## src/rtl/cmpf_pipe_if.sv

```systemverilog
// ============================================================================
// Module : cmpf_pipe_if
// Brief  : Join/result handshake bundle for the cmpf_pipe float comparator.
// Rev    : 1.0  initial release
// ============================================================================
`default_nettype none

interface cmpf_pipe_if #(
  parameter int DATA_TYPE = 32
);
  logic [DATA_TYPE-1:0] lhs;
  logic                 lhs_valid;
  logic                 lhs_ready;
  logic [DATA_TYPE-1:0] rhs;
  logic                 rhs_valid;
  logic                 rhs_ready;
  logic                 result;
  logic                 result_valid;
  logic                 result_ready;

  modport master (
    output lhs, lhs_valid, rhs, rhs_valid, result_ready,
    input  lhs_ready, rhs_ready, result, result_valid
  );

  modport slave (
    input  lhs, lhs_valid, rhs, rhs_valid, result_ready,
    output lhs_ready, rhs_ready, result, result_valid
  );
endinterface

`default_nettype wire

```

## src/rtl/cmpf_pipe.sv

```systemverilog
// ============================================================================
// Module : cmpf_pipe
// Brief  : Pipelined IEEE-754 compare with joined operand handshake and a
//          globally stalled LATENCY-deep result pipe. Optional macro
//          CMPF_FTZ_EN flushes subnormal operands to signed zero.
// Rev    : 1.0  initial release
// ============================================================================
`default_nettype none

module cmpf_pipe #(
  parameter int DATA_TYPE = 32,
  parameter int PREDICATE = 0,
  parameter int LATENCY   = 1
) (
  input  logic       clk,
  input  logic       rst,
  cmpf_pipe_if.slave bus
);

  localparam int c_exp_w = (DATA_TYPE == 64) ? 11 : 8;
  localparam int c_man_w = DATA_TYPE - 1 - c_exp_w;

  if (DATA_TYPE != 32 && DATA_TYPE != 64) begin : g_bad_data_type
    $error("cmpf_pipe: DATA_TYPE must be 32 or 64");
  end
  if (PREDICATE < 0 || PREDICATE > 13) begin : g_bad_predicate
    $error("cmpf_pipe: PREDICATE must be 0..13");
  end
  if (LATENCY < 1 || LATENCY > 4) begin : g_bad_latency
    $error("cmpf_pipe: LATENCY must be 1..4");
  end

  function automatic logic [DATA_TYPE-1:0] prep(input logic [DATA_TYPE-1:0] x);
`ifdef CMPF_FTZ_EN
    if (x[DATA_TYPE-2 -: c_exp_w] == '0)
      return {x[DATA_TYPE-1], {(DATA_TYPE-1){1'b0}}};
    else
      return x;
`else
    return x;
`endif
  endfunction

  // Sign-magnitude to monotonic unsigned key: negatives inverted, positives get MSB set.
  function automatic logic [DATA_TYPE-1:0] key(input logic [DATA_TYPE-1:0] x);
    return x[DATA_TYPE-1] ? ~x : {1'b1, x[DATA_TYPE-2:0]};
  endfunction

  function automatic logic is_nan(input logic [DATA_TYPE-1:0] x);
    return (&x[DATA_TYPE-2 -: c_exp_w]) & (|x[c_man_w-1:0]);
  endfunction

  logic [DATA_TYPE-1:0] w_l;
  logic [DATA_TYPE-1:0] w_r;
  logic                 w_uno;
  logic                 w_both_zero;
  logic                 w_eq;
  logic                 w_lt;
  logic                 w_gt;
  logic                 w_pred;
  logic                 w_en;
  logic                 w_fire;

  assign w_l         = prep(bus.lhs);
  assign w_r         = prep(bus.rhs);
  assign w_uno       = is_nan(w_l) | is_nan(w_r);
  assign w_both_zero = (w_l[DATA_TYPE-2:0] == '0) && (w_r[DATA_TYPE-2:0] == '0);
  assign w_eq        = w_both_zero | (key(w_l) == key(w_r));
  assign w_lt        = ~w_both_zero & (key(w_l) < key(w_r));
  assign w_gt        = ~w_eq & ~w_lt;

  always_comb begin
    w_pred = 1'b0;
    case (PREDICATE)
      0:       w_pred = ~w_uno & w_eq;
      1:       w_pred = ~w_uno & w_gt;
      2:       w_pred = ~w_uno & (w_gt | w_eq);
      3:       w_pred = ~w_uno & w_lt;
      4:       w_pred = ~w_uno & (w_lt | w_eq);
      5:       w_pred = ~w_uno & ~w_eq;
      6:       w_pred = ~w_uno;
      7:       w_pred = w_uno | w_eq;
      8:       w_pred = w_uno | w_gt;
      9:       w_pred = w_uno | w_gt | w_eq;
      10:      w_pred = w_uno | w_lt;
      11:      w_pred = w_uno | w_lt | w_eq;
      12:      w_pred = w_uno | ~w_eq;
      13:      w_pred = w_uno;
      default: w_pred = 1'b0;
    endcase
  end

  logic [LATENCY-1:0] r_vld;
  logic [LATENCY-1:0] r_bit;

  // Stall is global: a held output freezes every stage, bubbles included.
  assign w_en          = ~r_vld[LATENCY-1] | bus.result_ready;
  assign w_fire        = bus.lhs_valid & bus.rhs_valid;
  assign bus.lhs_ready = bus.rhs_valid & w_en;
  assign bus.rhs_ready = bus.lhs_valid & w_en;
  assign bus.result       = r_bit[LATENCY-1];
  assign bus.result_valid = r_vld[LATENCY-1];

  always_ff @(posedge clk or posedge rst) begin
    if (rst) begin
      r_vld <= '0;
      r_bit <= '0;
    end else if (w_en) begin
      r_vld[0] <= w_fire;
      r_bit[0] <= w_pred;
      for (int i = 1; i < LATENCY; i++) begin
        r_vld[i] <= r_vld[i-1];
        r_bit[i] <= r_bit[i-1];
      end
    end
  end

endmodule

`default_nettype wire

```

## src/flat_wrapper.sv

```systemverilog
// flat-port wrapper written by rule: the top's interface ports become plain ports
module cmpf_pipe_flat 
#(
  parameter int DATA_TYPE = 32,
  parameter int PREDICATE = 0,
  parameter int LATENCY   = 1
)
  (clk, rst, bus_lhs, bus_lhs_valid, bus_rhs, bus_rhs_valid, bus_result_ready, bus_lhs_ready, bus_rhs_ready, bus_result, bus_result_valid);
  cmpf_pipe_if #(.DATA_TYPE(DATA_TYPE)) bus_i ();
  input  logic clk;
  input  logic rst;
  input wire logic [$bits(bus_i.lhs)-1:0] bus_lhs;
  input wire logic [$bits(bus_i.lhs_valid)-1:0] bus_lhs_valid;
  input wire logic [$bits(bus_i.rhs)-1:0] bus_rhs;
  input wire logic [$bits(bus_i.rhs_valid)-1:0] bus_rhs_valid;
  input wire logic [$bits(bus_i.result_ready)-1:0] bus_result_ready;
  output wire logic [$bits(bus_i.lhs_ready)-1:0] bus_lhs_ready;
  output wire logic [$bits(bus_i.rhs_ready)-1:0] bus_rhs_ready;
  output wire logic [$bits(bus_i.result)-1:0] bus_result;
  output wire logic [$bits(bus_i.result_valid)-1:0] bus_result_valid;
  assign bus_i.lhs = bus_lhs;
  assign bus_i.lhs_valid = bus_lhs_valid;
  assign bus_i.rhs = bus_rhs;
  assign bus_i.rhs_valid = bus_rhs_valid;
  assign bus_i.result_ready = bus_result_ready;
  assign bus_lhs_ready = bus_i.lhs_ready;
  assign bus_rhs_ready = bus_i.rhs_ready;
  assign bus_result = bus_i.result;
  assign bus_result_valid = bus_i.result_valid;
  cmpf_pipe #(.DATA_TYPE(DATA_TYPE), .PREDICATE(PREDICATE), .LATENCY(LATENCY)) u_core (.clk(clk), .rst(rst), .bus(bus_i));
endmodule
```

## config.mk

```make
export PLATFORM = sky130hd
export DESIGN_NAME = cmpf_pipe_flat
export DESIGN_NICKNAME = d
export VERILOG_FILES = /design/src/rtl/cmpf_pipe_if.sv /design/src/rtl/cmpf_pipe.sv /design/src/flat_wrapper.sv
export SDC_FILE = /design/constraint.sdc
export NUM_CORES = 1
export LEC_CHECK = 0
export CORE_MARGIN = 5
export CORE_UTILIZATION = 32
export DETAILED_ROUTE_END_ITERATION = 12
export MAX_ROUTING_LAYER = met4
export PLACE_DENSITY = 0.87
export SETUP_SLACK_MARGIN = 0.3
export SLEW_MARGIN = 40
export SYNTH_ARGS = -nofsm -noshare
export SYNTH_HDL_FRONTEND = slang
export SYNTH_SLANG_ARGS = --single-unit
export TNS_END_PERCENT = 100
```

## constraint.sdc

```tcl
create_clock -name clk -period 2.1 [get_ports clk]
set_clock_uncertainty 0.2 [all_clocks]
set_input_delay 0.63 -clock clk [delete_from_list [all_inputs] [get_ports clk]]
set_output_delay 0.63 -clock clk [all_outputs]
set_load 0.02 [all_outputs]
```

---- After elaboration in Yosys (flattened, before gate mapping) ----
Index checks and enable logic that the tools add are counted.
operators by class
  eq/ne operators ......................... 1
  multiplexer cells ....................... 2
  bitwise logic cells ..................... 13
  reduce and logical (&&, ||, !) cells .... 7
operator list
  cell                  number
  two-way mux 32 bit    2
  NOT 32 bit            2
  zero test 31 bit      2
  OR reduction 23 bit   2
  equality test 32 bit  1
  AND reduction 8 bit   2
  AND 1 bit             6
  bitwise OR 1 bit      3
  NOT 1 bit             2
  logical AND 1 bit     1
word-level totals
  flip-flop bits (word level) ............. 2
  bits of input ports ..................... 69
  output and inout port bits .............. 4
  logic and storage cells ................. 25

---- Longest topological paths before layout ----
  word-level depth ........................ 5
  depth in mapped cells ................... 5
  depth with buffers taken out ............ 5

---- Worst setup path before layout ----
OpenSTA, ideal clock, no wires.
  path kind ............................... input port to output port
  from .................................... input port bus_result_ready
  to ...................................... output port bus_lhs_ready
  arrival ................................. 1013 ps
  required time ........................... 1270 ps
  setup slack ............................. 257 ps
  stages on the path ...................... 2
  buffers on the path ..................... 0
  cell sequence ........................... nand2b_1 > and2_1
on the way
  cells in the longest elaborated chain, start to end .. 2
ends and longest elaborated chain
  element           RTL line            RTL
  from (decl)       flat_wrapper.sv:16  input wire logic [$bits(bus_i.result_ready)-1:0] bus_result_ready;
  bitwise OR 1 bit  cmpf_pipe.sv:97     assign w_en = ~r_vld[LATENCY-1] | bus.result_ready;
  AND 1 bit         cmpf_pipe.sv:99     assign bus.lhs_ready = bus.rhs_valid & w_en;
  to (decl)         flat_wrapper.sv:17  output wire logic [$bits(bus_i.lhs_ready)-1:0] bus_lhs_ready;
Every way passes these cells.

---- Worst setup path in the final report ----
  from .................................... input port bus_rhs[23]
  to ...................................... register u_core.r_bit (netlist: u_core.bus.result)
on the way
  cells in the longest elaborated chain, start to end .. 5
  elaborated cells between the ends (all ways) .. 11
  those cells by class .................... eq/ne (1); mux (1); bitwise (6); reduce/logical (3)
ends and longest elaborated chain
  element                                                          RTL line                          RTL
  from (decl)                                                      flat_wrapper.sv:14                input wire logic [$bits(bus_i.rhs)-1:0] bus_rhs;
  NOT 32 bit / AND reduction 8 bit (equally long branches)         cmpf_pipe.sv:46, cmpf_pipe.sv:50
  two-way mux 32 bit / AND 1 bit (equally long branches)           cmpf_pipe.sv:46, cmpf_pipe.sv:50
  equality test 32 bit / bitwise OR 1 bit (equally long branches)  cmpf_pipe.sv:68, cmpf_pipe.sv:66
  bitwise OR 1 bit / NOT 1 bit (equally long branches)             cmpf_pipe.sv:68, cmpf_pipe.sv:75
  AND 1 bit *                                                      cmpf_pipe.sv:75                   0: w_pred = ~w_uno & w_eq;
  to (signal, indexed assignment)                                  cmpf_pipe.sv:113                  r_bit[i] <= r_bit[i-1];
  to (decl)                                                        cmpf_pipe.sv:94                   logic [LATENCY-1:0] r_bit;
Mark *: on every way between the ends. The rest lies on a longest branch, timed or not.
A chain may end at the register's enable or synchronous reset.

==> impl_results.md <==
* CTS root buf: clkbuf_4
* First-pass GRT wire length at between 5 and 6 mm
* Synthesized instance count at 94
* WS Path Type: in -> reg
* Ant. Diodes at 0
* Site Rows at 17
* CTS tree: built
* Final setup fails at 0
* Die area at 3325 um^2
* CTS max path bufs at 2
* Reg2reg end: u_core.bus.result$_DFFE_PP0N_
* Total CTS buffers at 3
* Post-route cell area at between 1500 and 2000 um^2
* First-pass DRT Iterations at 4
* Gpl congestion at approximately 0.9
* Chip Height at 57.66 um
* Min Tclk post-route at 1972 ps
* Via density at between 5 and 6
* Fill cell count at around 160
* Synth-to-layout area growth at 141.8%
* Reg clk slew, reported paths at around 30 ps
* Largest net degree at the start of global routing at 6
* Reg-to-reg slack, setup at 440 ps
* Syn nets at approximately 160
* Startpoint types: input pin
* TritonCTS Sinks at 2
* Final total power at about 0.47 mW
* Remaining Overflow, GRT at 0
* Endpoint, Worst Hold: u_core.bus.result$_DFFE_PP0N_
* FF+latch count, synth at 2
* Share of layout cells above drive strength 1 at 0.3622
* Status: finished clean
* Worst vdd ir at 0.0002660 V
* Commonest non-fill, non-tap cells in the layout: 45 x dlygate4sd2_1, 16 x buf_4, 12 x clkdlybuf4s15_1, 10 x xnor2_2
* Final antenna-violating net count at 0
* Setup crit end kind: flop
* Worst EP arrival at 1930 ps
* Hold path start: u_core.bus.result$_DFFE_PP0N_
* Final setup TNS at 0 ps
* Non-Filler Instances at around 210
* Fin crit share at 0.9392
* CORE AREA at roughly 2200 um^2
* RSZ-0062 raised after global routing: yes
* WHS Path Cells at 2
* Critical path buffer and inverter count at 1
* H-tree depth at 1
* PnR worst setup slack at roughly 130 ps
* Vias in the first global route at between 1000 and 1500
* DRC at 0
* Die extent in x at about 58 um
* Routed wire per std cell at 16.62 um
* Sequential area share after synthesis at 0.06885
* DP HPWL at ~2.8 mm
* Post-placement setup slack at -720.9 ps
* Initial antenna violation count at 0
* Hold Path Class: reg -> reg
* Vias post-DR at between 1000 and 1500
* Synth warn at 0
* Placed instance area at around 1600 um^2
* Hold Vio Cnt, Final at 0
* CP max FO at 2
* Worst slew pin tran at between 300 and 400 ps
* R2R Path Start: u_core.bus.result_valid$_DFFE_PP0N_
* IO Port Bufs at 72
* I/O Pins at 73
* CP max stage delay at roughly 360 ps
* Reg2reg path depth at 6
* Starting Density at 0.3318
* Hold WS at between 200 and 300 ps
* Max transition margin at 0.7889
* GRT Resource Usage Total at 0.2125
* Most common cell after layout, fill and taps aside: dlygate4sd2_1
* Final nets at 256
* CP max stage cell: nor4_2
* Max Cap Viol at 0
* Syn Area/Cell at around 7.7 um^2
* Synth unique cells at 27
* Clk Latency, worst-skew pair at about 230 ps
* Family with the most delay on the worst path: compound AO/OA/AOI/OAI gates
* DRT iter0 DRCs at 17
* Placed Instances at a little over 200
* Fin. max-slew vios at 0
* Hold buffers post-CTS at 0
* Final Util at 0.8024
* Fmax at approximately 510 MHz
* Critical-path cell list: dlygate4sd2_1, xnor2_2, o22ai_2, nor4_2, o311ai_2, o21ai_2
* Post-Route WL at between 3 and 4 mm
* P_leak at approximately 0.77 nW
* Req. time, crit path at roughly 2100 ps
* Mapped Area at 726.9 um^2
* Ratio of total power to cell area at roughly 270 nW/um^2
-- per-layer routing --
| metal | GRT usage | vias to the layer above | part of all wire | wire (um) |
|---|---|---|---|---|
| li1 | - | 547 | - | - |
| met1 | 0.2156 | 527 | 0.37 | 1302 |
| met2 | 0.4274 | 51 | 0.56 | 1978 |
| met3 | 0.03786 | 2 | 0.067 | 236 |
| met4 | 0.02318 | 0 | 0.0059 | 21 |
| met5 | - | - | 0 | 0 |
-- how the worst max path moves through the flow --
stage	slack, ps	startpoint	end	cells past startpoint
after floorplan	310	bus_result_ready	bus_lhs_ready	2
after global placement	-690	bus_result_ready	bus_lhs_ready	4
after detailed placement	-720	bus_result_ready	bus_lhs_ready	4
after CTS	120	bus_rhs_valid	bus_lhs_ready	3
after global routing	30	bus_rhs[23]	u_core.bus.result$_DFFE_PP0N_	6
final	130	bus_rhs[23]	u_core.bus.result$_DFFE_PP0N_	6
-- worst register-to-register path, cell delays in order (launching register included) --
cell,delay (ps)
dfrtp_1,400
nand2b_4,90
buf_4,110
nand4_1,110
nor4_2,350
o311ai_2,180
o21ai_2,150
-- cell usage after synthesis --
library cell | n | share of area
inv_1 | 1 | 0.0052
a32oi_1 | 1 | 0.012
mux2_2 | 1 | 0.015
a22o_1 | 1 | 0.012
xnor2_1 | 17 | 0.20
xor2_1 | 15 | 0.18
nor4b_2 | 1 | 0.021
o211ai_1 | 1 | 0.010
and2_1 | 2 | 0.017
and4_1 | 1 | 0.012
o21ai_2 | 1 | 0.012
nor2_1 | 7 | 0.036
nand2b_1 | 1 | 0.0086
xor2_2 | 1 | 0.022
nor2b_1 | 1 | 0.0086
nor4_1 | 15 | 0.13
and4b_1 | 1 | 0.014
dfrtp_1 | 2 | 0.069
nand4_1 | 7 | 0.060
nand3_1 | 1 | 0.0069
o22ai_1 | 3 | 0.026
nor3_1 | 4 | 0.028
and4bb_1 | 1 | 0.017
mux2i_1 | 2 | 0.028
a221oi_1 | 1 | 0.012
o311ai_1 | 1 | 0.012
nand2_1 | 4 | 0.021
-- logic make-up after synthesis --
family          synth area share
compound gates           0.09640
xor+xnor                  0.4079
buf+inv                 0.005159
flops                    0.06885
mux                      0.04303
simple gates              0.3787
-- report_power, final --
part | internal (mW) | total (mW) | leakage, nW | switching, mW
clock network | 0.0633 | 0.0875 | 0.0138 | 0.0242
registers | 0.0405 | 0.0426 | 0.0262 | 0.00203
logic | 0.191 | 0.342 | 0.729 | 0.151
total | 0.295 | 0.472 | 0.769 | 0.177
-- registers in the layout, indices dropped and copies added (netlist names) --
| signal | cells |
|---|---|
| u_core.bus.result | 1 |
| u_core.bus.result_valid | 1 |
-- area by class of cell --
| cell class | count | area (um^2) | area share |
|---|---|---|---|
| Clock buffer | 3 | 22.52 | 0.01281 |
| Inverter | 1 | 3.754 | 0.002135 |
| Multi-Input combinational cell | 91 | 894.6 | 0.5089 |
| Tap cell | 28 | 35.03 | 0.01993 |
| Sequential cell | 2 | 50.05 | 0.02847 |
| Timing Repair Buffer | 88 | 752.0 | 0.4278 |
-- repair_timing --
item | CTS | global route
endpoints found under the hold margin | 0 | 0
pin swaps | 43 | 13
endpoints found under the setup margin | 5 | 4
resized for setup | 131 | 23
gates cloned | 0 | 0
buffers inserted | 2 | 3
Note: power is estimated with default switching activity, not from simulation.
